`config.mk`:
```
export PLATFORM = sky130hd
export DESIGN_NAME = rs_dsp_fir_sequencer
export DESIGN_NICKNAME = d
export VERILOG_FILES = /design/src/rtl/rs_dsp_fir_sequencer.sv
export SDC_FILE = /design/constraint.sdc
export NUM_CORES = 1
export LEC_CHECK = 0
export CORE_MARGIN = 3
export CORE_UTILIZATION = 33
export DETAILED_ROUTE_END_ITERATION = 8
export GPL_ROUTABILITY_DRIVEN = 0
export PLACE_DENSITY = 0.48
export SLEW_MARGIN = 20
export SYNTH_ARGS = -nofsm -noshare
export SYNTH_HDL_FRONTEND = slang
export SYNTH_SLANG_ARGS = --single-unit
```
`constraint.sdc`:
```
create_clock -name clk -period 4.2 [get_ports clk]
set_input_delay 0.63 -clock clk [delete_from_list [all_inputs] [get_ports clk]]
set_output_delay 0.63 -clock clk [all_outputs]
set_load 0.05 [all_outputs]
```
`src/rtl/rs_dsp_fir_sequencer.sv`:
```
// rs_dsp_fir_sequencer
// Feeds a single DSP38 (MULTIPLY_ADD_SUB, no input/output registers) one
// filter tap per cycle. Samples arrive on a valid/ready stream, shift into a
// TAPS-deep delay line, and are multiplied against a writable coefficient
// bank. The accumulated DSP Z is captured and returned on an output stream.
//
// Optional feature: define RS_FIR_OUTPUT_SCALE_EN to drive the DSP's
// saturate/round controls high and its shift-right input to SHIFT, so the
// result carries the DSP-scaled value instead of the raw accumulation.

module rs_dsp_fir_sequencer #(
    parameter int TAPS  = 8,
    parameter int SHIFT = 0
) (
    input  logic        clk,
    input  logic        lreset,
    input  logic        s_valid,
    output logic        s_ready,
    input  logic [19:0] s_data,
    input  logic        coef_we,
    input  logic [4:0]  coef_addr,
    input  logic [17:0] coef_data,
    output logic [19:0] dsp_a,
    output logic [17:0] dsp_b,
    output logic        dsp_load_acc,
    output logic [2:0]  dsp_feedback,
    output logic        dsp_unsigned_a,
    output logic        dsp_unsigned_b,
    output logic        dsp_subtract,
    output logic        dsp_saturate,
    output logic        dsp_round,
    output logic [5:0]  dsp_shift_right,
    input  logic [37:0] dsp_z,
    output logic        m_valid,
    input  logic        m_ready,
    output logic [37:0] m_data,
    output logic        busy
);

    localparam int            KW        = (TAPS > 1) ? $clog2(TAPS) : 1;
    localparam logic [KW-1:0] LAST_K    = KW'(TAPS - 1);
    localparam logic [5:0]    TAPS_6    = 6'(TAPS);
    localparam logic [5:0]    SHIFT_CFG = 6'(SHIFT);

`ifdef RS_FIR_OUTPUT_SCALE_EN
    localparam logic SCALE_EN = 1'b1;
`else
    localparam logic SCALE_EN = 1'b0;
`endif

    typedef enum logic [1:0] {
        IDLE  = 2'd0,
        MAC   = 2'd1,
        DRAIN = 2'd2,
        OUT   = 2'd3
    } state_t;

    state_t             state_q, state_d;
    logic [KW-1:0]      k_q, k_d;
    logic signed [19:0] x_q    [TAPS];
    logic signed [19:0] x_d    [TAPS];
    logic signed [17:0] coef_q [TAPS];
    logic signed [17:0] coef_d [TAPS];
    logic               s_ready_q, s_ready_d;
    logic               m_valid_q, m_valid_d;
    logic [37:0]        m_data_q, m_data_d;
    logic               coef_hit;

    // Coefficient writes land only while idle and only for in-range taps
    assign coef_hit = coef_we && (state_q == IDLE) && ({1'b0, coef_addr} < TAPS_6);

    // Next-state, delay line, coefficient bank and result capture
    always_comb begin
        state_d   = state_q;
        k_d       = k_q;
        x_d       = x_q;
        coef_d    = coef_q;
        m_valid_d = m_valid_q;
        m_data_d  = m_data_q;

        if (coef_hit) begin
            coef_d[coef_addr[KW-1:0]] = coef_data;
        end

        case (state_q)
            IDLE: begin
                if (s_valid && s_ready_q) begin
                    for (int i = 1; i < TAPS; i++) begin
                        x_d[i] = x_q[i-1];
                    end
                    x_d[0]  = s_data;
                    k_d     = '0;
                    state_d = MAC;
                end
            end
            MAC: begin
                if (k_q == LAST_K) begin
                    state_d = DRAIN;
                end else begin
                    k_d = k_q + 1'b1;
                end
            end
            DRAIN: begin
                m_data_d  = dsp_z;
                m_valid_d = 1'b1;
                state_d   = OUT;
            end
            OUT: begin
                if (m_ready) begin
                    m_valid_d = 1'b0;
                    state_d   = IDLE;
                end
            end
            default: state_d = IDLE;
        endcase

        s_ready_d = (state_d == IDLE);
    end

    // State and datapath registers with synchronous reset
    always_ff @(posedge clk) begin
        if (lreset) begin
            state_q   <= IDLE;
            k_q       <= '0;
            s_ready_q <= 1'b1;
            m_valid_q <= 1'b0;
            m_data_q  <= '0;
            for (int i = 0; i < TAPS; i++) begin
                x_q[i]    <= '0;
                coef_q[i] <= '0;
            end
        end else begin
            state_q   <= state_d;
            k_q       <= k_d;
            s_ready_q <= s_ready_d;
            m_valid_q <= m_valid_d;
            m_data_q  <= m_data_d;
            x_q       <= x_d;
            coef_q    <= coef_d;
        end
    end

    // DSP operand drive: one tap per MAC cycle, zeros everywhere else
    always_comb begin
        dsp_a        = '0;
        dsp_b        = '0;
        dsp_load_acc = 1'b0;
        if (state_q == MAC) begin
            dsp_a        = x_q[k_q];
            dsp_b        = coef_q[k_q];
            dsp_load_acc = (k_q == '0);
        end
    end

    assign dsp_feedback    = 3'b000;
    assign dsp_unsigned_a  = 1'b0;
    assign dsp_unsigned_b  = 1'b0;
    assign dsp_subtract    = 1'b0;
    assign dsp_saturate    = SCALE_EN;
    assign dsp_round       = SCALE_EN;
    assign dsp_shift_right = SCALE_EN ? SHIFT_CFG : 6'd0;

    assign s_ready = s_ready_q;
    assign m_valid = m_valid_q;
    assign m_data  = m_data_q;
    assign busy    = (state_q != IDLE);

endmodule

```
==> metrics.csv <==
metric,value,unit
antenna_found_initial,0,
core.rowCount,78,
clock_tree_from_tritoncts,yes,
clock.fmax,256,MHz
floorplan.die.height,222,µm
max_cap_violations,0,
place.detailed.instances,2368,
route.antenna.remaining_nets,0,
timing.hold.worst.class,reg -> reg,
clock_tree.root_cell,sky130_fd_sc_hd__clkbuf_16,
ctsLongestPathBuffers,3,
setup_tns_after_final_layout,0,ps
diodes,0,
leakagePower,6.89,nW
synth_most_common_cell,sky130_fd_sc_hd__nand2_1,
end_kind,primary output,
timing.final.hold_violations,0,
synth-edff-count,0,
timing.critical_path.arrival,3280,ps
period_minus_slack,3910,ps
synth.top_cells.by_count,"sky130_fd_sc_hd__nand2_1 (399), sky130_fd_sc_hd__dfxtp_1 (349), sky130_fd_sc_hd__mux2i_1 (296)",
ios,180,
worst-endpoint-required,3570,ps
layoutNonFillerInstCount,2442,
pin_count_of_the_biggest_net_entering_global_routing,169,
peak_vdd_ir,0.249,mV
vias,11800,
gr-total-overflow,0,
detailed_place_hpwl,25400,µm
yosys-top-cells-area,"sky130_fd_sc_hd__dfxtp_1 (46%), sky130_fd_sc_hd__mux2i_1 (19%), sky130_fd_sc_hd__nand2_1 (9.8%)",
status,finished clean,
power-per-cell-area,411,mW/mm²
worst_skew_pair.late_latency,550,ps
cts_made_buffers,41,
yosysTopAreaCellShare,45.5,%
synthArstFlopShare,0,%
post-cts-setup-buffers,0,
synth_cells,1731,
die_w,222,µm
wire_length_of_the_first_global_routing_pass,65900,µm
rsz_0062_raised_after_global_routing,no,
synth-seq-area-share,45.5,%
cts_htree_levels,2,
routedWlPerCell,17.1,µm
yosysTopAreaCell,sky130_fd_sc_hd__dfxtp_1,
placement.io_buffers,165,
netlist-cell-type-count,37,
effective_utilization_at_floorplan,33.6,%
crit_path_start,state_q[0],
initialDrtViolationCount,761,
slowest_stage,sky130_fd_sc_hd__or4b_2,
critical_path.max_fanout,30,
grt.total_usage,16.4,%
final_worst_clock_skew,12.9,ps
core-area,0.0457,mm²
grt_pass1_vias,11500,
post_cts_resized,0,
min_from,m_data[31],
synth_area_per_cell,8.87,µm²
routed_wl,41800,µm
setup.worst_path.start_class,flip-flop,
layout.nets,1900,
floorplan.die_area,0.0491,mm²
critical_path.top_delay_family,buffers and inverters,
area_growth,21.9,%
cp_cell_sequence,or4b_2 > buf_12 > o22ai_1 > or2_2 > clkdlybuf4s50_1,
routed_via_density,4.83,
max-slew-margin-rel,40.2,%
number_of_iterations_in_the_first_detailed_routing_pass,6,
postCtsHoldBufs,0,
postSynthRegisterBits,349,
ys_dominant_reg_cell,sky130_fd_sc_hd__dfxtp_1,
drc,0,
syn-cell-area,0.0154,mm²
cp_class,reg -> out,
drive_above_1_share,7.17,%
cp.buffers_inverters,2,
timing.final.crit_share,93.0,%
critPathMaxStageDelay,850,ps
timing.rr.start,state_q[1],
slew_viol_final,0,
synth.yosys.warnings,0,
timing_worst_slew_pin_value,897,ps
register_clock_pin_slew_on_the_reported_worst_setup_and_hold_paths,60,ps
cts.sinks,349,
setup_viol,0,
==> tightest hold or removal path: cells and delay by family (launching register included) <==
family          cells  cell delay, ps
flops               1             300
simple gates        1              50
compound gates      1              50
==> flip-flops by register name, indices dropped and copies added (netlist names) <==
name,flops
coef_q,144
x_q,160
m_data,38
m_valid,1
state_q,2
k_q,3
s_ready,1
==> placed cells by master (no fill, tap or decap), types with 2 or more instances in the layout <==
| master | n |
|---|---|
| sky130_fd_sc_hd__nand4bb_2 | 2 |
| sky130_fd_sc_hd__buf_12 | 10 |
| sky130_fd_sc_hd__a21oi_1 | 204 |
| sky130_fd_sc_hd__clkbuf_8 | 12 |
| sky130_fd_sc_hd__nand4_1 | 2 |
| sky130_fd_sc_hd__or2_2 | 19 |
| sky130_fd_sc_hd__nor2_1 | 2 |
| sky130_fd_sc_hd__conb_1 | 14 |
| sky130_fd_sc_hd__bufinv_16 | 2 |
| sky130_fd_sc_hd__dfxtp_1 | 348 |
| sky130_fd_sc_hd__clkinv_2 | 10 |
| sky130_fd_sc_hd__nand2_2 | 2 |
| sky130_fd_sc_hd__clkinvlp_4 | 2 |
| sky130_fd_sc_hd__ha_1 | 3 |
| sky130_fd_sc_hd__clkdlybuf4s50_1 | 159 |
| sky130_fd_sc_hd__mux2i_1 | 296 |
| sky130_fd_sc_hd__inv_1 | 3 |
| sky130_fd_sc_hd__clkbuf_16 | 43 |
| sky130_fd_sc_hd__nand2b_1 | 163 |
| sky130_fd_sc_hd__nand3_1 | 5 |
| sky130_fd_sc_hd__o22ai_1 | 76 |
| sky130_fd_sc_hd__clkbuf_1 | 4 |
| sky130_fd_sc_hd__nand2_1 | 399 |
| sky130_fd_sc_hd__or2_1 | 20 |
| sky130_fd_sc_hd__buf_4 | 20 |
==> metrics by stage <==
step                      hold slack (ps)  utilization (%)  cell area (µm²)  total power [mW]  worst slack, ps
final                                 451             41.0            18700              7.68              295
after global routing                  471             41.0            18700              7.98              156
after CTS                             454             41.0            18700              7.82              268
after detailed placement              446             37.9            17300              4.14              884
after global placement                442             37.9            17300              4.14              918
after floorplan                       436                -            15400              3.91             1290
==> metal layers <==
metal	vias to the layer above	share of wire (%)	track usage, %
met2	241	44	25.4
met5	-	0	0
met3	49	5.5	3.93
met1	5571	48	22.8
met4	0	1.9	4.40
li1	5946	-	-
==> cell type report <==
cell class,instances,area [µm²]
clock buffer,59,1260
clock inverter,15,134
fill,4562,27000
inverter,3,11.3
multi-input combinational,1226,7610
sequential,349,6990
tap,600,751
timing repair buffer,190,1960
==> path summary, 6_finish.rpt <==
path,to,slack (ps),cells past startpoint
worst max-delay path,dsp_b[0],290,5
worst min-delay path,m_data[31],450,2
worst max register to register,coef_q[100],1890,5
worst min register to register,m_data[31],450,2
==> power breakdown <==
| part | switching [mW] | internal (mW) | total, mW |
|---|---|---|---|
| sequential | 0.0347 | 3.35 | 3.38 |
| combinational | 0.423 | 0.256 | 0.679 |
| clock | 1.43 | 2.20 | 3.62 |
| total | 1.88 | 5.80 | 7.68 |
==> cells by family (layout without fill, tap and decap cells) <==
| kind of cell | Yosys count | count (layout) | synth area share [%] |
|---|---|---|---|
| adder cells (fa/ha/maj) | 3 | 3 | 0.245 |
| flip-flops | 349 | 349 | 45.5 |
| multiplexers | 296 | 296 | 19.3 |
| AO/OA/AOI/OAI | 283 | 283 | 9.89 |
| buffers and inverters | 169 | 267 | 5.49 |
| AND/OR/NAND/NOR | 630 | 630 | 19.5 |
| other | 1 | 14 | 0.0244 |
(Power assumes the default switching activity.)
